`config.mk`:
```
export PLATFORM = sky130hd
export DESIGN_NAME = fft_io_ctrl_flat
export DESIGN_NICKNAME = d
export VERILOG_FILES = /design/src/rtl/fft_io_pkg.sv /design/src/rtl/fft_io_ctrl_if.sv /design/src/rtl/fft_io_fifo.sv /design/src/rtl/fft_io_ctrl.sv /design/src/flat_wrapper.sv
export SDC_FILE = /design/constraint.sdc
export NUM_CORES = 1
export LEC_CHECK = 0
export ABC_AREA = 1
export ABC_CLOCK_PERIOD_IN_PS = 5750
export CELL_PAD_IN_SITES_DETAIL_PLACEMENT = 0
export CELL_PAD_IN_SITES_GLOBAL_PLACEMENT = 1
export CORE_ASPECT_RATIO = 1.5
export CORE_UTILIZATION = 30
export CTS_CLUSTER_DIAMETER = 200
export DETAILED_ROUTE_END_ITERATION = 12
export PLACE_DENSITY = 0.67
export SYNTH_ARGS = -nofsm -noshare
export SYNTH_HDL_FRONTEND = slang
export SYNTH_SLANG_ARGS = --single-unit
```
`constraint.sdc`:
```
create_clock -name iCLK -period 5.75 [get_ports iCLK]
set_input_delay 1.725 -clock iCLK [delete_from_list [all_inputs] [get_ports iCLK]]
set_output_delay 1.725 -clock iCLK [all_outputs]
set_load 0.05 [all_outputs]
```
`src/rtl/fft_io_pkg.sv`:
```
// fft_io_pkg: shared constants and types for the FFT host I/O controller.
// Frame geometry, data widths, FSM state encoding and bank helper.
package fft_io_pkg;

  localparam int N_PT   = 2048;
  localparam int BANK_W = 2;
  localparam int N_BANK = 4;
  localparam int IDX_W  = 11;
  localparam int SMP_W  = 16;
  localparam int RES_W  = 17;

  typedef enum logic [1:0] {
    LOAD,
    START,
    WAIT,
    UNLOAD
  } state_t;

  function automatic logic [N_BANK-1:0] bank_oh(
    input logic [BANK_W-1:0] b
  );
    bank_oh    = '0;
    bank_oh[b] = 1'b1;
  endfunction

endpackage

```
`src/rtl/fft_io_ctrl_if.sv`:
```
// fft_io_ctrl_if: sample input stream and result output stream.
// master = host/front-end side, slave = the controller.
interface fft_io_ctrl_if;
  import fft_io_pkg::*;

  logic [SMP_W-1:0] s_data;
  logic             s_valid;
  logic             s_ready;
  logic [RES_W-1:0] m_data;
  logic [IDX_W-1:0] m_bin;
  logic             m_valid;
  logic             m_last;
  logic             m_ready;

  modport master (
    output s_data, s_valid, m_ready,
    input  s_ready, m_data, m_bin, m_valid, m_last
  );

  modport slave (
    input  s_data, s_valid, m_ready,
    output s_ready, m_data, m_bin, m_valid, m_last
  );

endinterface

```
`src/rtl/fft_io_fifo.sv`:
```
// fft_io_fifo: small show-ahead FIFO with occupancy count.
// Head entry is visible on rdata whenever empty is low.
module fft_io_fifo #(
  parameter int W = 28,
  parameter int D = 4
) (
  input  logic                   clk,
  input  logic                   rst_n,
  input  logic                   push,
  input  logic [W-1:0]           wdata,
  input  logic                   pop,
  output logic [W-1:0]           rdata,
  output logic                   empty,
  output logic [$clog2(D+1)-1:0] count
);

  localparam int CW = $clog2(D + 1);
  localparam int PW = (D > 1) ? $clog2(D) : 1;

  logic [W-1:0]  mem [D];
  logic [PW-1:0] wp;
  logic [PW-1:0] rp;
  logic          do_push;
  logic          do_pop;

  assign empty   = (count == '0);
  assign do_pop  = pop & ~empty;
  assign do_push = push & ((count != CW'(D)) | do_pop);
  assign rdata   = mem[rp];

  // storage, pointers and occupancy
  always_ff @(posedge clk or negedge rst_n) begin
    if (!rst_n) begin
      for (int i = 0; i < D; i++) mem[i] <= '0;
      wp    <= '0;
      rp    <= '0;
      count <= '0;
    end else begin
      if (do_push) begin
        mem[wp] <= wdata;
        wp      <= (wp == PW'(D - 1)) ? '0 : wp + PW'(1);
      end
      if (do_pop) rp <= (rp == PW'(D - 1)) ? '0 : rp + PW'(1);
      count <= count + CW'(do_push) - CW'(do_pop);
    end
  end

endmodule

```
`src/rtl/fft_io_ctrl.sv`:
```
// fft_io_ctrl: loads a 2048-sample frame into the FFT core banks,
// starts it, waits for completion and streams the results out.
module fft_io_ctrl
  import fft_io_pkg::*;
#(
  parameter int ADDR_W = 9,
  parameter int RD_LAT = 1,
  parameter int FIFO_D = 4
) (
  input  logic              iCLK,
  input  logic              iRESET,
  fft_io_ctrl_if.slave      io,
  output logic              oBUSY,
  output logic              oFFT_START,
  output logic [SMP_W-1:0]  oFFT_DATA,
  output logic [ADDR_W-1:0] oFFT_ADDR_WR_0,
  output logic [ADDR_W-1:0] oFFT_ADDR_WR_1,
  output logic [ADDR_W-1:0] oFFT_ADDR_WR_2,
  output logic [ADDR_W-1:0] oFFT_ADDR_WR_3,
  output logic              oFFT_WE_0,
  output logic              oFFT_WE_1,
  output logic              oFFT_WE_2,
  output logic              oFFT_WE_3,
  output logic [ADDR_W-1:0] oFFT_ADDR_RD_0,
  output logic [ADDR_W-1:0] oFFT_ADDR_RD_1,
  output logic [ADDR_W-1:0] oFFT_ADDR_RD_2,
  output logic [ADDR_W-1:0] oFFT_ADDR_RD_3,
  input  logic [RES_W-1:0]  iFFT_DATA_RE_0,
  input  logic [RES_W-1:0]  iFFT_DATA_RE_1,
  input  logic [RES_W-1:0]  iFFT_DATA_RE_2,
  input  logic [RES_W-1:0]  iFFT_DATA_RE_3,
  input  logic              iFFT_RDY
);

  localparam int IW = ADDR_W + BANK_W;
  localparam int CW = $clog2(FIFO_D + 1);
  localparam int FW = RES_W + IW;

  state_t state, nstate;

  logic              s_ready_q;
  logic              accept;
  logic              last_in;
  logic [IW-1:0]     n;
  logic [N_BANK-1:0] we;
  logic [ADDR_W-1:0] waddr;

  logic              rdy_q, rdy_q2, rise;
  logic [IW:0]       k_iss;
  logic [ADDR_W-1:0] rd_addr;
  logic [RD_LAT:0]   pv;
  logic [BANK_W-1:0] pbank [RD_LAT+1];
  logic [IW-1:0]     pbin  [RD_LAT+1];
  logic [RES_W-1:0]  rdata;
  logic              issue;
  logic              credit_ok;
  int                used;

  logic [FW-1:0]     f_out;
  logic              f_empty;
  logic [CW-1:0]     f_count;
  logic              pop;
  logic              last_pop;

  assign accept   = io.s_valid & s_ready_q;
  assign last_in  = accept & (&n);
  assign rise     = rdy_q & ~rdy_q2;
  assign pop      = ~f_empty & io.m_ready;
  assign last_pop = pop & (&f_out[IW-1:0]);

  assign io.s_ready = s_ready_q;
  assign io.m_valid = ~f_empty;
  assign io.m_data  = f_out[FW-1:IW];
  assign io.m_bin   = f_out[IW-1:0];
  assign io.m_last  = ~f_empty & (&f_out[IW-1:0]);
  assign oBUSY      = (state != LOAD);

  assign oFFT_ADDR_WR_0 = waddr;
  assign oFFT_ADDR_WR_1 = waddr;
  assign oFFT_ADDR_WR_2 = waddr;
  assign oFFT_ADDR_WR_3 = waddr;
  assign oFFT_WE_0      = we[0];
  assign oFFT_WE_1      = we[1];
  assign oFFT_WE_2      = we[2];
  assign oFFT_WE_3      = we[3];
  assign oFFT_ADDR_RD_0 = rd_addr;
  assign oFFT_ADDR_RD_1 = rd_addr;
  assign oFFT_ADDR_RD_2 = rd_addr;
  assign oFFT_ADDR_RD_3 = rd_addr;

  // frame sequencing: LOAD -> START -> WAIT -> UNLOAD -> LOAD
  always_comb begin
    nstate = state;
    unique case (state)
      LOAD:    if (last_in) nstate = START;
      START:   nstate = WAIT;
      WAIT:    if (rise) nstate = UNLOAD;
      UNLOAD:  if (last_pop) nstate = LOAD;
      default: nstate = LOAD;
    endcase
  end

  // state, registered ready and one-shot start pulse
  always_ff @(posedge iCLK or negedge iRESET) begin
    if (!iRESET) begin
      state      <= LOAD;
      s_ready_q  <= 1'b0;
      oFFT_START <= 1'b0;
    end else begin
      state      <= nstate;
      s_ready_q  <= (nstate == LOAD);
      oFFT_START <= (state == START);
    end
  end

  // one write per accepted sample, bank chosen by the top index bits
  always_ff @(posedge iCLK or negedge iRESET) begin
    if (!iRESET) begin
      n         <= '0;
      we        <= '0;
      waddr     <= '0;
      oFFT_DATA <= '0;
    end else if (accept) begin
      n         <= n + IW'(1);
      we        <= bank_oh(n[IW-1:ADDR_W]);
      waddr     <= n[ADDR_W-1:0];
      oFFT_DATA <= io.s_data;
    end else begin
      we        <= '0;
    end
  end

  // completion flag edge detect; a level high on entry is not an event
  always_ff @(posedge iCLK or negedge iRESET) begin
    if (!iRESET) begin
      rdy_q  <= 1'b0;
      rdy_q2 <= 1'b0;
    end else begin
      rdy_q  <= iFFT_RDY;
      rdy_q2 <= rdy_q;
    end
  end

  // read credit: FIFO slots left after counting reads still in flight
  always_comb begin
    used = int'(f_count) - int'(pop);
    for (int i = 0; i <= RD_LAT; i++) used = used + int'(pv[i]);
    credit_ok = (used < FIFO_D);
    issue     = ~k_iss[IW] & credit_ok &
                (((state == WAIT) & rise) | (state == UNLOAD));
  end

  // read address issue and bank/index latency pipeline
  always_ff @(posedge iCLK or negedge iRESET) begin
    if (!iRESET) begin
      k_iss   <= '0;
      rd_addr <= '0;
      pv      <= '0;
      for (int i = 0; i <= RD_LAT; i++) begin
        pbank[i] <= '0;
        pbin[i]  <= '0;
      end
    end else begin
      if (issue) begin
        k_iss   <= k_iss + (IW+1)'(1);
        rd_addr <= k_iss[ADDR_W-1:0];
      end else if (state == LOAD) begin
        k_iss   <= '0;
      end
      pv       <= {pv[RD_LAT-1:0], issue};
      pbank[0] <= k_iss[IW-1:ADDR_W];
      pbin[0]  <= k_iss[IW-1:0];
      for (int i = 1; i <= RD_LAT; i++) begin
        pbank[i] <= pbank[i-1];
        pbin[i]  <= pbin[i-1];
      end
    end
  end

  // pick the bank that owns the returning word
  always_comb begin
    rdata = iFFT_DATA_RE_0;
    unique case (pbank[RD_LAT])
      2'd0: rdata = iFFT_DATA_RE_0;
      2'd1: rdata = iFFT_DATA_RE_1;
      2'd2: rdata = iFFT_DATA_RE_2;
      2'd3: rdata = iFFT_DATA_RE_3;
    endcase
  end

  fft_io_fifo #(
    .W (FW),
    .D (FIFO_D)
  ) u_fifo (
    .clk   (iCLK),
    .rst_n (iRESET),
    .push  (pv[RD_LAT]),
    .wdata ({rdata, pbin[RD_LAT]}),
    .pop   (pop),
    .rdata (f_out),
    .empty (f_empty),
    .count (f_count)
  );

endmodule

```
`src/flat_wrapper.sv`:
```
// flat-port wrapper written by rule: the top's interface ports become plain ports
module fft_io_ctrl_flat import fft_io_pkg::*;
#(
  parameter int ADDR_W = 9,
  parameter int RD_LAT = 1,
  parameter int FIFO_D = 4
)
  (iCLK, iRESET, oBUSY, oFFT_START, oFFT_DATA, oFFT_ADDR_WR_0, oFFT_ADDR_WR_1, oFFT_ADDR_WR_2, oFFT_ADDR_WR_3, oFFT_WE_0, oFFT_WE_1, oFFT_WE_2, oFFT_WE_3, oFFT_ADDR_RD_0, oFFT_ADDR_RD_1, oFFT_ADDR_RD_2, oFFT_ADDR_RD_3, iFFT_DATA_RE_0, iFFT_DATA_RE_1, iFFT_DATA_RE_2, iFFT_DATA_RE_3, iFFT_RDY, io_s_data, io_s_valid, io_m_ready, io_s_ready, io_m_data, io_m_bin, io_m_valid, io_m_last);
  fft_io_ctrl_if io_i ();
  input  logic iCLK;
  input  logic iRESET;
  output logic oBUSY;
  output logic oFFT_START;
  output logic [SMP_W-1:0] oFFT_DATA;
  output logic [ADDR_W-1:0] oFFT_ADDR_WR_0;
  output logic [ADDR_W-1:0] oFFT_ADDR_WR_1;
  output logic [ADDR_W-1:0] oFFT_ADDR_WR_2;
  output logic [ADDR_W-1:0] oFFT_ADDR_WR_3;
  output logic oFFT_WE_0;
  output logic oFFT_WE_1;
  output logic oFFT_WE_2;
  output logic oFFT_WE_3;
  output logic [ADDR_W-1:0] oFFT_ADDR_RD_0;
  output logic [ADDR_W-1:0] oFFT_ADDR_RD_1;
  output logic [ADDR_W-1:0] oFFT_ADDR_RD_2;
  output logic [ADDR_W-1:0] oFFT_ADDR_RD_3;
  input  logic [RES_W-1:0] iFFT_DATA_RE_0;
  input  logic [RES_W-1:0] iFFT_DATA_RE_1;
  input  logic [RES_W-1:0] iFFT_DATA_RE_2;
  input  logic [RES_W-1:0] iFFT_DATA_RE_3;
  input  logic iFFT_RDY;
  input wire logic [$bits(io_i.s_data)-1:0] io_s_data;
  input wire logic [$bits(io_i.s_valid)-1:0] io_s_valid;
  input wire logic [$bits(io_i.m_ready)-1:0] io_m_ready;
  output wire logic [$bits(io_i.s_ready)-1:0] io_s_ready;
  output wire logic [$bits(io_i.m_data)-1:0] io_m_data;
  output wire logic [$bits(io_i.m_bin)-1:0] io_m_bin;
  output wire logic [$bits(io_i.m_valid)-1:0] io_m_valid;
  output wire logic [$bits(io_i.m_last)-1:0] io_m_last;
  assign io_i.s_data = io_s_data;
  assign io_i.s_valid = io_s_valid;
  assign io_i.m_ready = io_m_ready;
  assign io_s_ready = io_i.s_ready;
  assign io_m_data = io_i.m_data;
  assign io_m_bin = io_i.m_bin;
  assign io_m_valid = io_i.m_valid;
  assign io_m_last = io_i.m_last;
  fft_io_ctrl #(.ADDR_W(ADDR_W), .RD_LAT(RD_LAT), .FIFO_D(FIFO_D)) u_core (.iCLK(iCLK), .iRESET(iRESET), .io(io_i), .oBUSY(oBUSY), .oFFT_START(oFFT_START), .oFFT_DATA(oFFT_DATA), .oFFT_ADDR_WR_0(oFFT_ADDR_WR_0), .oFFT_ADDR_WR_1(oFFT_ADDR_WR_1), .oFFT_ADDR_WR_2(oFFT_ADDR_WR_2), .oFFT_ADDR_WR_3(oFFT_ADDR_WR_3), .oFFT_WE_0(oFFT_WE_0), .oFFT_WE_1(oFFT_WE_1), .oFFT_WE_2(oFFT_WE_2), .oFFT_WE_3(oFFT_WE_3), .oFFT_ADDR_RD_0(oFFT_ADDR_RD_0), .oFFT_ADDR_RD_1(oFFT_ADDR_RD_1), .oFFT_ADDR_RD_2(oFFT_ADDR_RD_2), .oFFT_ADDR_RD_3(oFFT_ADDR_RD_3), .iFFT_DATA_RE_0(iFFT_DATA_RE_0), .iFFT_DATA_RE_1(iFFT_DATA_RE_1), .iFFT_DATA_RE_2(iFFT_DATA_RE_2), .iFFT_DATA_RE_3(iFFT_DATA_RE_3), .iFFT_RDY(iFFT_RDY));
endmodule
```
==> flow_metrics.env, run 1 <==
export IMPL_finClkSkew_ns=0.00665
export IMPL_hp_start="u_core.pbin[12]"
export IMPL_die_width_um=151
export IMPL_combPwrFrac_pct=43.2
export IMPL_min_to="u_core.pbin[1]"
export IMPL_routed_via_density=4.54
export IMPL_status="finished clean"
export IMPL_numClockSinks=210
export IMPL_post_cts_setup_buffers=0
export IMPL_fmax_mhz=204
export IMPL_synth_warnings=0
export IMPL_n_antenna_cell=0
export IMPL_wl_per_cell_um=15.2
export IMPL_hold_buffers=0
export IMPL_die_height_um=225
export IMPL_power_total_mw=5.74
export IMPL_dieArea_um2=33900
export IMPL_io_pins=214
export IMPL_clockBufferDepth=3
export IMPL_p_int_mw=3.34
export IMPL_grt_pass1_wl_um=39000
export IMPL_powerDensity_nw_per_um2=446
export IMPL_grt_pass1_vias=7494
export IMPL_nets=1300
export IMPL_worst_slew_pin_transition_ns=0.828
export IMPL_regToRegSetupSlack_ns=2.21
export IMPL_grt_use_total_pct=14.4
export IMPL_seqPwrFrac_pct=29.7
export IMPL_cts_buffers=22
export IMPL_vias=7361
export IMPL_cpMostUsedCell="nand2_1"
export IMPL_fillers=3230
export IMPL_endpoint_kind="primary output"
export IMPL_min_path_cells=0
export IMPL_area_growth_pct=29.3
export IMPL_dp_slack_ns=0.574
export IMPL_setup_viol=0
export IMPL_grt_overflow=0
export IMPL_start_util_pct=30.5
export IMPL_crit_required_ns=4.03
export IMPL_critPathLaunchType="register"
export IMPL_drtAntennaViolNets=0
export IMPL_post_route_period_util_pct=85.1
export IMPL_rsz0062_at_grt="no"
export IMPL_synth_seq_area_share_pct=52.8
export IMPL_hp_class="reg2reg"
export IMPL_final_core_utilization_pct=39.5
export IMPL_max_stage_delay_ns=0.91
export IMPL_hold_viol_final=0
export IMPL_ys_ff_latch=210
export IMPL_cts_resized=0
export IMPL_gp_congestion=0.706
export IMPL_avgSynthCellArea_um2=9.56
export IMPL_slowest_stage="clkdlybuf4s50_1"
export IMPL_syn_instance_count=1041
export IMPL_clockPowerShare_pct=27.1
export IMPL_fin_ws_ns=0.858
export IMPL_rows=81
export IMPL_leakagePower_nw=6.07
export IMPL_path_max_fanout=43
export IMPL_antenna_found_initial=0
export IMPL_p_sw_share_pct=41.8
export IMPL_clockRootBuffer="clkbuf_16"
export IMPL_vdd_drop_max_mv=0.335
export IMPL_path_cells="inv_2 -> nand2_1 -> nand3_1 -> nand2_1 -> inv_1 -> nand4_1 -> nor4_1 -> clkdlybuf4s50_1"
export IMPL_final_min_clock_period_ns=4.89
export IMPL_syn_num_nets=1150
export IMPL_syn_area_um2=9960
export IMPL_grt_max_degree=89
export IMPL_hpwlAfterDp_um=16200
export IMPL_timing_slew_headroom_pct=44.7
export IMPL_h_tree_depth=1
export IMPL_clk_pin_slew_worst_paths_ns=0.06
export IMPL_netSwitchingPower_mw=2.40
export IMPL_wirelength_um=24600
export IMPL_ys_types=38
export IMPL_clk_latency_ns=0.50
export IMPL_worst_setup_path_type="reg2out"
export IMPL_tns_ns=0
export IMPL_drive_gt1_share_pct=12.5
export IMPL_core_um2=32600
export IMPL_drt_pass1_iter_count=4
export IMPL_reg2regPathDepth=17
export IMPL_drt_iter0_markers=241
export IMPL_drc=0
export IMPL_cts_tree="done"
export IMPL_portBuffers=213
export IMPL_cap_violations=0
export IMPL_reg2reg_from="u_core.u_fifo.count[2]"
export IMPL_slew_viol_final=0
export IMPL_worst_r2r_endpoint="u_core.k_iss[4]"
export IMPL_arrival_ns=3.17
[power groups by stage]
stage / clock network, mW / registers [mW] / logic (mW)
3_3_place_gp: 0 / 1.73 / 2.52
5_1_grt: 1.66 / 1.72 / 2.65
3_5_place_dp: 0 / 1.73 / 2.51
6_report: 1.56 / 1.70 / 2.48
2_1_floorplan: 0 / 1.94 / 1.51
4_1_cts: 1.61 / 1.71 / 2.52
[per-stage QoR]
| step | hold slack [ns] | cell area [um^2] | instances |
|---|---|---|---|
| after floorplan | 0.331 | 9960 | 1041 |
| after global placement | 0.333 | 12100 | 1582 |
| after detailed placement | 0.337 | 12100 | 1582 |
| after CTS | 0.349 | 12900 | 1620 |
| after global routing | 0.352 | 12900 | 1620 |
| final | 0.347 | 12900 | 1620 |
[logic make-up (layout without fill, tap and decap cells)]
| logic type | Yosys count | after routing | synth area share [%] |
|---|---|---|---|
| and+or+nand+nor | 417 | 417 | 17.7 |
| DFF | 210 | 210 | 52.8 |
| buffers and inverters | 178 | 342 | 9.46 |
| AOI/OAI and AO/OA | 116 | 116 | 6.58 |
| muxes | 80 | 80 | 9.05 |
| adders and majority gates | 20 | 20 | 2.59 |
| xor gates and xnor gates | 20 | 20 | 1.83 |
[routing by layer]
layer	global-route usage, %	up-vias	wire length, um
li1	-	3617	-
met3	3.34	24	1880
met2	25.5	200	11900
met4	2.97	0	325
met1	17.7	3520	10500
met5	0	-	0
[cells in the mapped netlist]
cell type / number / area, um^2
inv_2: 2 / 7.51
and2_4: 1 / 8.76
xor2_2: 1 / 16.3
buf_6: 4 / 45.0
nor3_1: 7 / 35.0
a21o_1: 2 / 15.0
a31oi_1: 1 / 6.26
clkinv_1: 2 / 7.51
a21oi_1: 3 / 15.0
nand2_2: 1 / 6.26
nand3_1: 44 / 220
mux2_2: 78 / 878
nand4_1: 24 / 150
mux2_1: 2 / 22.5
ha_1: 19 / 238
o21ai_0: 75 / 375
nor2_1: 56 / 210
o21a_1: 4 / 30.0
buf_1: 3 / 11.3
inv_1: 74 / 278
o22ai_1: 17 / 106
nand2_1: 273 / 1020
nor2_8: 2 / 40.0
nor2_2: 3 / 18.8
o21ai_2: 10 / 87.6
xnor2_1: 2 / 17.5
nor2_4: 2 / 22.5
or2_2: 1 / 6.26
inv_6: 1 / 8.76
xor2_1: 17 / 149
buf_4: 59 / 443
nor4_1: 2 / 12.5
clkbuf_1: 19 / 71.3
o21ai_1: 4 / 20.0
buf_2: 14 / 70.1
dfrtp_1: 210 / 5260
nand3b_1: 1 / 7.51
fa_1: 1 / 20.0
[layout make-up]
class	count	area [um^2]	share of cell area, %
multi-input cells	653	3760	29.2
clock buffers	32	669	5.20
flip-flops and latches	210	5260	40.8
repair buffers	225	2240	17.4
clock inverters	6	130	1.01
inverters	79	302	2.34
well taps	415	519	4.03
[how the worst max path moves through the flow]
| stage | from | end | slack [ns] |
|---|---|---|---|
| floorplan | u_core.u_fifo.rp[0] | io_m_last | 1.22 |
| global placement | io_m_ready | u_core.k_iss[4] | 0.68 |
| detailed placement | io_m_ready | u_core.k_iss[4] | 0.57 |
| CTS | u_core.u_fifo.rp[1] | io_m_last | 0.76 |
| global route | u_core.u_fifo.rp[0] | io_m_last | 0.57 |
| finish | u_core.u_fifo.rp[0] | io_m_last | 0.86 |
[worst max-delay path, delay by kind of cell (launching register included)]
kind / cells / cell delay [ns]
DFF: 1 / 0.40
buffers and inverters: 3 / 1.59
and+or+nand+nor: 5 / 0.67
[state kept, by name, indices dropped and copies added (netlist names), 2 cells and up]
signal,count
u_core.k_iss,12
u_core.n,11
u_core.oFFT_ADDR_RD_0,9
u_core.oFFT_ADDR_WR_0,9
u_core.oFFT_DATA,16
u_core.pbank,4
u_core.pbin,18
u_core.pv,2
u_core.state,2
u_core.u_fifo.count,3
u_core.u_fifo.mem,112
u_core.u_fifo.rp,2
u_core.u_fifo.wp,2
u_core.we,4
[layout by cell type (no fill, tap or decap), types with 2 or more instances in the layout]
cell type / netlist / layout
clkinv_1: 2 / 2
buf_4: 59 / 11
ha_1: 19 / 19
o21ai_0: 75 / 75
mux2_1: 2 / 2
nand3_1: 44 / 44
inv_2: 2 / 2
clkbuf_16: 0 / 23
nand2_1: 273 / 273
clkbuf_1: 19 / 3
o22ai_1: 17 / 17
o21ai_1: 4 / 4
clkinv_2: 0 / 2
dfrtp_1: 210 / 209
nor2_8: 2 / 2
clkbuf_8: 0 / 7
nor2_2: 3 / 3
xnor2_1: 2 / 2
mux2_2: 78 / 78
o21a_1: 4 / 4
inv_1: 74 / 74
bufinv_16: 0 / 4
nor3_1: 7 / 7
nand4_1: 24 / 24
nor4_1: 2 / 2
a21o_1: 2 / 2
nor2_4: 2 / 2
clkdlybuf4s50_1: 0 / 212
o21ai_2: 10 / 10
xor2_1: 17 / 17
a21oi_1: 3 / 3
nor2_1: 56 / 56
Note: power is estimated with default switching activity, not from simulation.
==> run 2: changes to the inputs <==
--- a/config.mk
+++ b/config.mk
@@ -6,14 +6,15 @@
 export NUM_CORES = 1
 export LEC_CHECK = 0
 export ABC_AREA = 1
-export ABC_CLOCK_PERIOD_IN_PS = 5750
+export ABC_CLOCK_PERIOD_IN_PS = 6300
 export CELL_PAD_IN_SITES_DETAIL_PLACEMENT = 0
 export CELL_PAD_IN_SITES_GLOBAL_PLACEMENT = 1
 export CORE_ASPECT_RATIO = 1.5
 export CORE_UTILIZATION = 30
 export CTS_CLUSTER_DIAMETER = 200
 export DETAILED_ROUTE_END_ITERATION = 12
-export PLACE_DENSITY = 0.67
+export PLACE_DENSITY = 0.73
+export SLEW_MARGIN = 20
 export SYNTH_ARGS = -nofsm -noshare
 export SYNTH_HDL_FRONTEND = slang
 export SYNTH_SLANG_ARGS = --single-unit
==> constraint.sdc (replaced) <==
create_clock -name iCLK -period 6.3 [get_ports iCLK]
set_input_delay 1.89 -clock iCLK [delete_from_list [all_inputs] [get_ports iCLK]]
set_output_delay 1.89 -clock iCLK [all_outputs]
set_load 0.05 [all_outputs]
==> run 2 against run 1 <==
Critical path type unchanged. Largest cell class unchanged. Die area stayed put. Sequential share of layout area is 0.083 points higher. Utilization is 0.081 points lower. Hold slack hardly changed. Highest routed layer unchanged. Clock skew is 0.0094 ns higher.
==> flow_metrics.env, run 2 (synthesis gave the netlist of run 1 again) <==
export IMPL_final_min_clock_period_ns=5.21
export IMPL_whs_ns=0.348
export IMPL_slew_viol_final=0
export IMPL_worst_slew_pin_transition_ns=1.09
export IMPL_worst_r2r_endpoint="u_core.oFFT_ADDR_RD_0[2]"
export IMPL_grt_overflow=0
export IMPL_reg2reg_from="u_core.u_fifo.count[2]"
export IMPL_grt_max_degree=118
export IMPL_n_antenna_cell=0
export IMPL_arrival_ns=3.32
export IMPL_cts_resized=0
export IMPL_vias=7472
export IMPL_leakagePower_nw=6.05
export IMPL_status="finished clean"
export IMPL_setup_worst_path_end="io_m_last"
export IMPL_hp_class="reg2reg"
export IMPL_drt_iter0_markers=304
export IMPL_grt_pass1_wl_um=38800
export IMPL_clockRootBuffer="clkbuf_16"
export IMPL_hpwlAfterDp_um=16000
export IMPL_start_util_pct=30.5
export IMPL_grt_pass1_vias=7421
export IMPL_clk_pin_slew_worst_paths_ns=0.06
export IMPL_routed_via_density=4.62
export IMPL_wl_per_cell_um=15.2
export IMPL_rsz0062_at_grt="no"
export IMPL_h_tree_depth=1
export IMPL_gp_congestion=0.728
export IMPL_die_height_um=225
export IMPL_crit_required_ns=4.41
export IMPL_cts_buffers=22
export IMPL_area_growth_pct=29.0
export IMPL_clockBufferDepth=3
export IMPL_critPathLaunchType="register"
export IMPL_dieArea_um2=33900
export IMPL_fin_area_um2=12800
export IMPL_final_cell_mix="nand2_1, clkdlybuf4s50_1, dfrtp_1, mux2_2, o21ai_0"
export IMPL_clk_latency_ns=0.51
export IMPL_rows=81
export IMPL_portBuffers=213
export IMPL_die_width_um=151
export IMPL_wirelength_um=24600
export IMPL_nets=1296
export IMPL_grt_use_total_pct=14.3
export IMPL_fillers=3262
export IMPL_core_um2=32600
export IMPL_powerDensity_nw_per_um2=408
export IMPL_reg2regPathDepth=17
export IMPL_dpl_cell_count=1578
export IMPL_largest_reg_flops=112
export IMPL_cap_violations=0
export IMPL_regMostFlops="u_core.u_fifo.mem"
export IMPL_regToRegSetupSlack_ns=2.42
export IMPL_crit_path_start="u_core.u_fifo.rp[0]"
export IMPL_endpoint_kind="primary output"
export IMPL_placedInstanceArea_um2=12000
export IMPL_cts_tree="done"
export IMPL_post_cts_setup_buffers=0
export IMPL_tns_ns=0
export IMPL_drt_pass1_iter_count=6
export IMPL_mostFrequentLayoutCell="nand2_1"
export IMPL_finClkSkew_ns=0.0160
export IMPL_multi_input_area_um2=3760
export IMPL_drtAntennaViolNets=0
export IMPL_largest_registers="u_core.u_fifo.mem x112, u_core.pbin x18, u_core.oFFT_DATA x16"
export IMPL_register_area_um2=5260
export IMPL_final_core_utilization_pct=39.4
export IMPL_numClockSinks=210
export IMPL_hold_viol_final=0
export IMPL_drc=0
export IMPL_post_route_period_util_pct=82.7
export IMPL_fmax_mhz=192
export IMPL_drive_gt1_share_pct=12.2
export IMPL_hold_buffers=0
export IMPL_timing_slew_headroom_pct=27.4
export IMPL_final_cells=1618
export IMPL_setup_viol=0
export IMPL_antenna_found_initial=0
export IMPL_io_pins=214
export IMPL_vdd_drop_max_mv=0.308
export IMPL_worst_setup_path_type="reg2out"
export IMPL_path_max_fanout=57
[run 2: changes by cell type in the layout (fill, tap and decap cells not counted)]
cell and change:
buf_4 -4, bufinv_16 +1, clkbuf_1 +2, clkbuf_16 -1, clkbuf_8 -3, clkinv_4 +1
clkinv_8 +1, clkinvlp_4 +1
[run 2: critical path: stages (launching register included)]
cell and delay [ns]:
dfrtp_2 0.40, inv_2 0.74, nand2_1 0.15, nand3_1 0.14, nand2_1 0.11, inv_1 0.08
nand4_1 0.08, nor4_1 0.18, clkdlybuf4s50_1 0.92
[run 2: worst min-delay path by stage]
stage,end,from,slack [ns],depth (start not counted)
floorplan,u_core.pbank[0],u_core.pbank[2],0.33,0
CTS,u_core.pbin[0],u_core.pbin[11],0.35,0
detailed placement,u_core.pbin[0],u_core.pbin[11],0.34,0
global placement,u_core.pbin[0],u_core.pbin[11],0.33,0
finish,u_core.pbin[0],u_core.pbin[11],0.35,0
global route,u_core.pbank[0],u_core.pbank[2],0.36,0
[run 2: through the flow]
step	total power [mW]	setup slack, ns
after global routing	5.49	0.864
after detailed placement	3.86	0.632
after CTS	5.32	1.03
after floorplan	3.15	1.61
final	5.24	1.09
after global placement	3.86	0.733
[run 2: cell type report]
class,instances,share of cell area [%]
multi-input combinational,653,29.3
timing repair buffer,221,17.2
clock inverter,10,1.50
inverter,79,2.35
sequential,210,40.9
tap,415,4.04
clock buffer,30,4.75
[run 2: power breakdown]
group	internal, mW	leakage (nW)	total [mW]	switching (mW)
combinational	0.690	2.97	2.26	1.57
sequential	1.46	2.69	1.55	0.0932
clock	0.888	0.388	1.42	0.534
[run 2: routing by layer]
metal  routed length (um)  global-route usage, %  vias up
met2                11900                   24.9      216
met3                 1870                   3.22       36
met4                  461                   3.81        0
met5                    0                      0        -
met1                10400                   17.5     3610
li1                     -                      -     3610
==> run 3: changes to the inputs <==
--- a/config.mk
+++ b/config.mk
@@ -6,14 +6,14 @@
 export NUM_CORES = 1
 export LEC_CHECK = 0
 export ABC_AREA = 1
-export ABC_CLOCK_PERIOD_IN_PS = 6300
+export ABC_CLOCK_PERIOD_IN_PS = 4400
 export CELL_PAD_IN_SITES_DETAIL_PLACEMENT = 0
 export CELL_PAD_IN_SITES_GLOBAL_PLACEMENT = 1
 export CORE_ASPECT_RATIO = 1.5
 export CORE_UTILIZATION = 30
 export CTS_CLUSTER_DIAMETER = 200
 export DETAILED_ROUTE_END_ITERATION = 12
-export PLACE_DENSITY = 0.73
+export PLACE_DENSITY = 0.75
 export SLEW_MARGIN = 20
 export SYNTH_ARGS = -nofsm -noshare
 export SYNTH_HDL_FRONTEND = slang
==> constraint.sdc (replaced) <==
create_clock -name iCLK -period 4.4 [get_ports iCLK]
set_input_delay 1.32 -clock iCLK [delete_from_list [all_inputs] [get_ports iCLK]]
set_output_delay 1.32 -clock iCLK [all_outputs]
set_load 0.05 [all_outputs]
==> run 3 against run 2 <==
Via count is 0.28% lower. Clock power is 24% higher. Sequential cell count stayed put. Count of clock-buffer cells in the layout is 6 lower. Die area stayed put. Critical path type unchanged. Utilization is 0.16 points lower.
==> flow_metrics.env, run 3 (synthesis gave the netlist of run 1 again) <==
export IMPL_status="finished clean"
export IMPL_n_antenna_cell=0
export IMPL_cts_buffers=21
export IMPL_placedInstanceArea_um2=12100
export IMPL_combPwrFrac_pct=44.7
export IMPL_seqPwrFrac_pct=30.9
export IMPL_h_tree_depth=1
export IMPL_post_cts_setup_buffers=0
export IMPL_wirelength_um=24200
export IMPL_fin_area_um2=12800
export IMPL_reg2reg_from="u_core.u_fifo.count[1]"
export IMPL_grt_pass1_wl_um=38600
export IMPL_critPathLaunchType="register"
export IMPL_portBuffers=213
export IMPL_path_max_fanout=35
export IMPL_worst_slew_pin_transition_ns=0.810
export IMPL_clockRootBuffer="clkbuf_16"
export IMPL_vias=7451
export IMPL_worst_r2r_endpoint="u_core.oFFT_ADDR_RD_0[6]"
export IMPL_clockPowerShare_pct=24.4
export IMPL_regToRegSetupSlack_ns=1.27
export IMPL_crit_required_ns=3.08
export IMPL_endpoint_kind="primary output"
export IMPL_timing_slew_headroom_pct=46.0
export IMPL_powerDensity_nw_per_um2=565
export IMPL_final_min_clock_period_ns=3.95
export IMPL_dieArea_um2=33900
export IMPL_finClkSkew_ns=0.0192
export IMPL_rows=81
export IMPL_whs_ns=0.347
export IMPL_arrival_ns=2.63
export IMPL_grt_pass1_vias=7436
export IMPL_area_growth_pct=28.5
export IMPL_hold_viol_final=0
export IMPL_cts_tree="done"
export IMPL_largest_registers="u_core.u_fifo.mem x112, u_core.pbin x18, u_core.oFFT_DATA x16"
export IMPL_wl_per_cell_um=15.0
export IMPL_core_um2=32600
export IMPL_drt_iter0_markers=280
export IMPL_hold_buffers=0
export IMPL_final_cell_mix="nand2_1, dfrtp_1, clkdlybuf4s50_1, mux2_2, o21ai_0"
export IMPL_p_int_mw=4.12
export IMPL_crit_path_start="u_core.u_fifo.rp[0]"
export IMPL_hpwlAfterDp_um=16300
export IMPL_nets=1303
export IMPL_wl_met1_um=10100
export IMPL_gp_congestion=0.719
export IMPL_drtAntennaViolNets=0
export IMPL_routed_via_density=4.61
export IMPL_grt_use_total_pct=14.2
export IMPL_drt_pass1_iter_count=4
export IMPL_largest_reg_flops=112
export IMPL_tns_ns=0
export IMPL_io_pins=214
export IMPL_post_route_period_util_pct=89.8
export IMPL_clockBufferDepth=3
export IMPL_final_cells=1618
export IMPL_cts_resized=0
export IMPL_regMostFlops="u_core.u_fifo.mem"
export IMPL_hp_start="u_core.pbin[17]"
export IMPL_clk_latency_ns=0.51
export IMPL_min_path_cells=0
export IMPL_start_util_pct=30.5
export IMPL_cap_violations=0
export IMPL_mostFrequentLayoutCell="nand2_1"
export IMPL_slew_viol_final=0
export IMPL_wl_met3_um=1930
export IMPL_numClockSinks=210
export IMPL_drc=0
export IMPL_netSwitchingPower_mw=3.11
export IMPL_clk_pin_slew_worst_paths_ns=0.06
export IMPL_fillers=3261
export IMPL_grt_max_degree=101
export IMPL_drive_gt1_share_pct=14.3
export IMPL_top_layer_used="met4"
export IMPL_reg2regPathDepth=18
export IMPL_p_sw_share_pct=43.1
export IMPL_hp_class="reg2reg"
export IMPL_power_total_mw=7.23
export IMPL_leakagePower_nw=6.08
export IMPL_rsz0062_at_grt="no"
export IMPL_grt_overflow=0
export IMPL_die_width_um=151
export IMPL_antenna_found_initial=0
export IMPL_setup_viol=0
export IMPL_fmax_mhz=253
export IMPL_wl_met2_um=11800
export IMPL_dpl_cell_count=1586
export IMPL_vdd_drop_max_mv=0.425
export IMPL_die_height_um=225
export IMPL_min_to="u_core.pbin[6]"
export IMPL_worst_setup_path_type="reg2out"
==> run 3: per-layer routing <==
layer  vias up  global-route usage, %
met2       229                   24.9
met1      3578                   17.1
met5         -                      0
met3        24                   3.52
li1       3620                      -
met4         0                   3.77
==> run 3: worst max path at each step <==
stage / end
2_1_floorplan: io_m_last
3_3_place_gp: u_core.k_iss[1]
3_5_place_dp: u_core.k_iss[1]
4_1_cts: io_m_last
5_1_grt: io_m_last
6_report: io_m_data[3]
==> run 3: stage by stage <==
step / utilization, % / setup WS [ns]
2_1_floorplan: - / 0.278
3_3_place_gp: 37.2 / 0.208
3_5_place_dp: 37.2 / 0.159
4_1_cts: 39.2 / 0.370
5_1_grt: 39.2 / 0.253
6_report: 39.2 / 0.449
==> run 3: layout make-up <==
cell class	instances	area, um^2	share of cell area, %
Clock buffer	24	567	4.43
Timing Repair Buffer	229	2290	17.9
Sequential cell	210	5260	41.1
Clock inverter	8	100	0.782
Multi-Input combinational cell	653	3760	29.4
Tap cell	415	519	4.06
Inverter	79	302	2.36
==> run 3: power by group through the flow <==
stage               combinational [mW]  clock, mW  sequential (mW)
floorplan                         1.97          0             2.53
detailed placement                3.27          0             2.27
finish                            3.23       1.76             2.24
CTS                               3.28       1.82             2.24
global placement                  3.27          0             2.27
global route                      3.46       1.90             2.26
==> run 3: critical path: stages (launching register included) <==
cell	delay, ns
dfrtp_2	0.49
inv_2	0.08
buf_4	0.36
o21ai_0	0.15
o22ai_1	0.19
clkdlybuf4s50_1	0.86
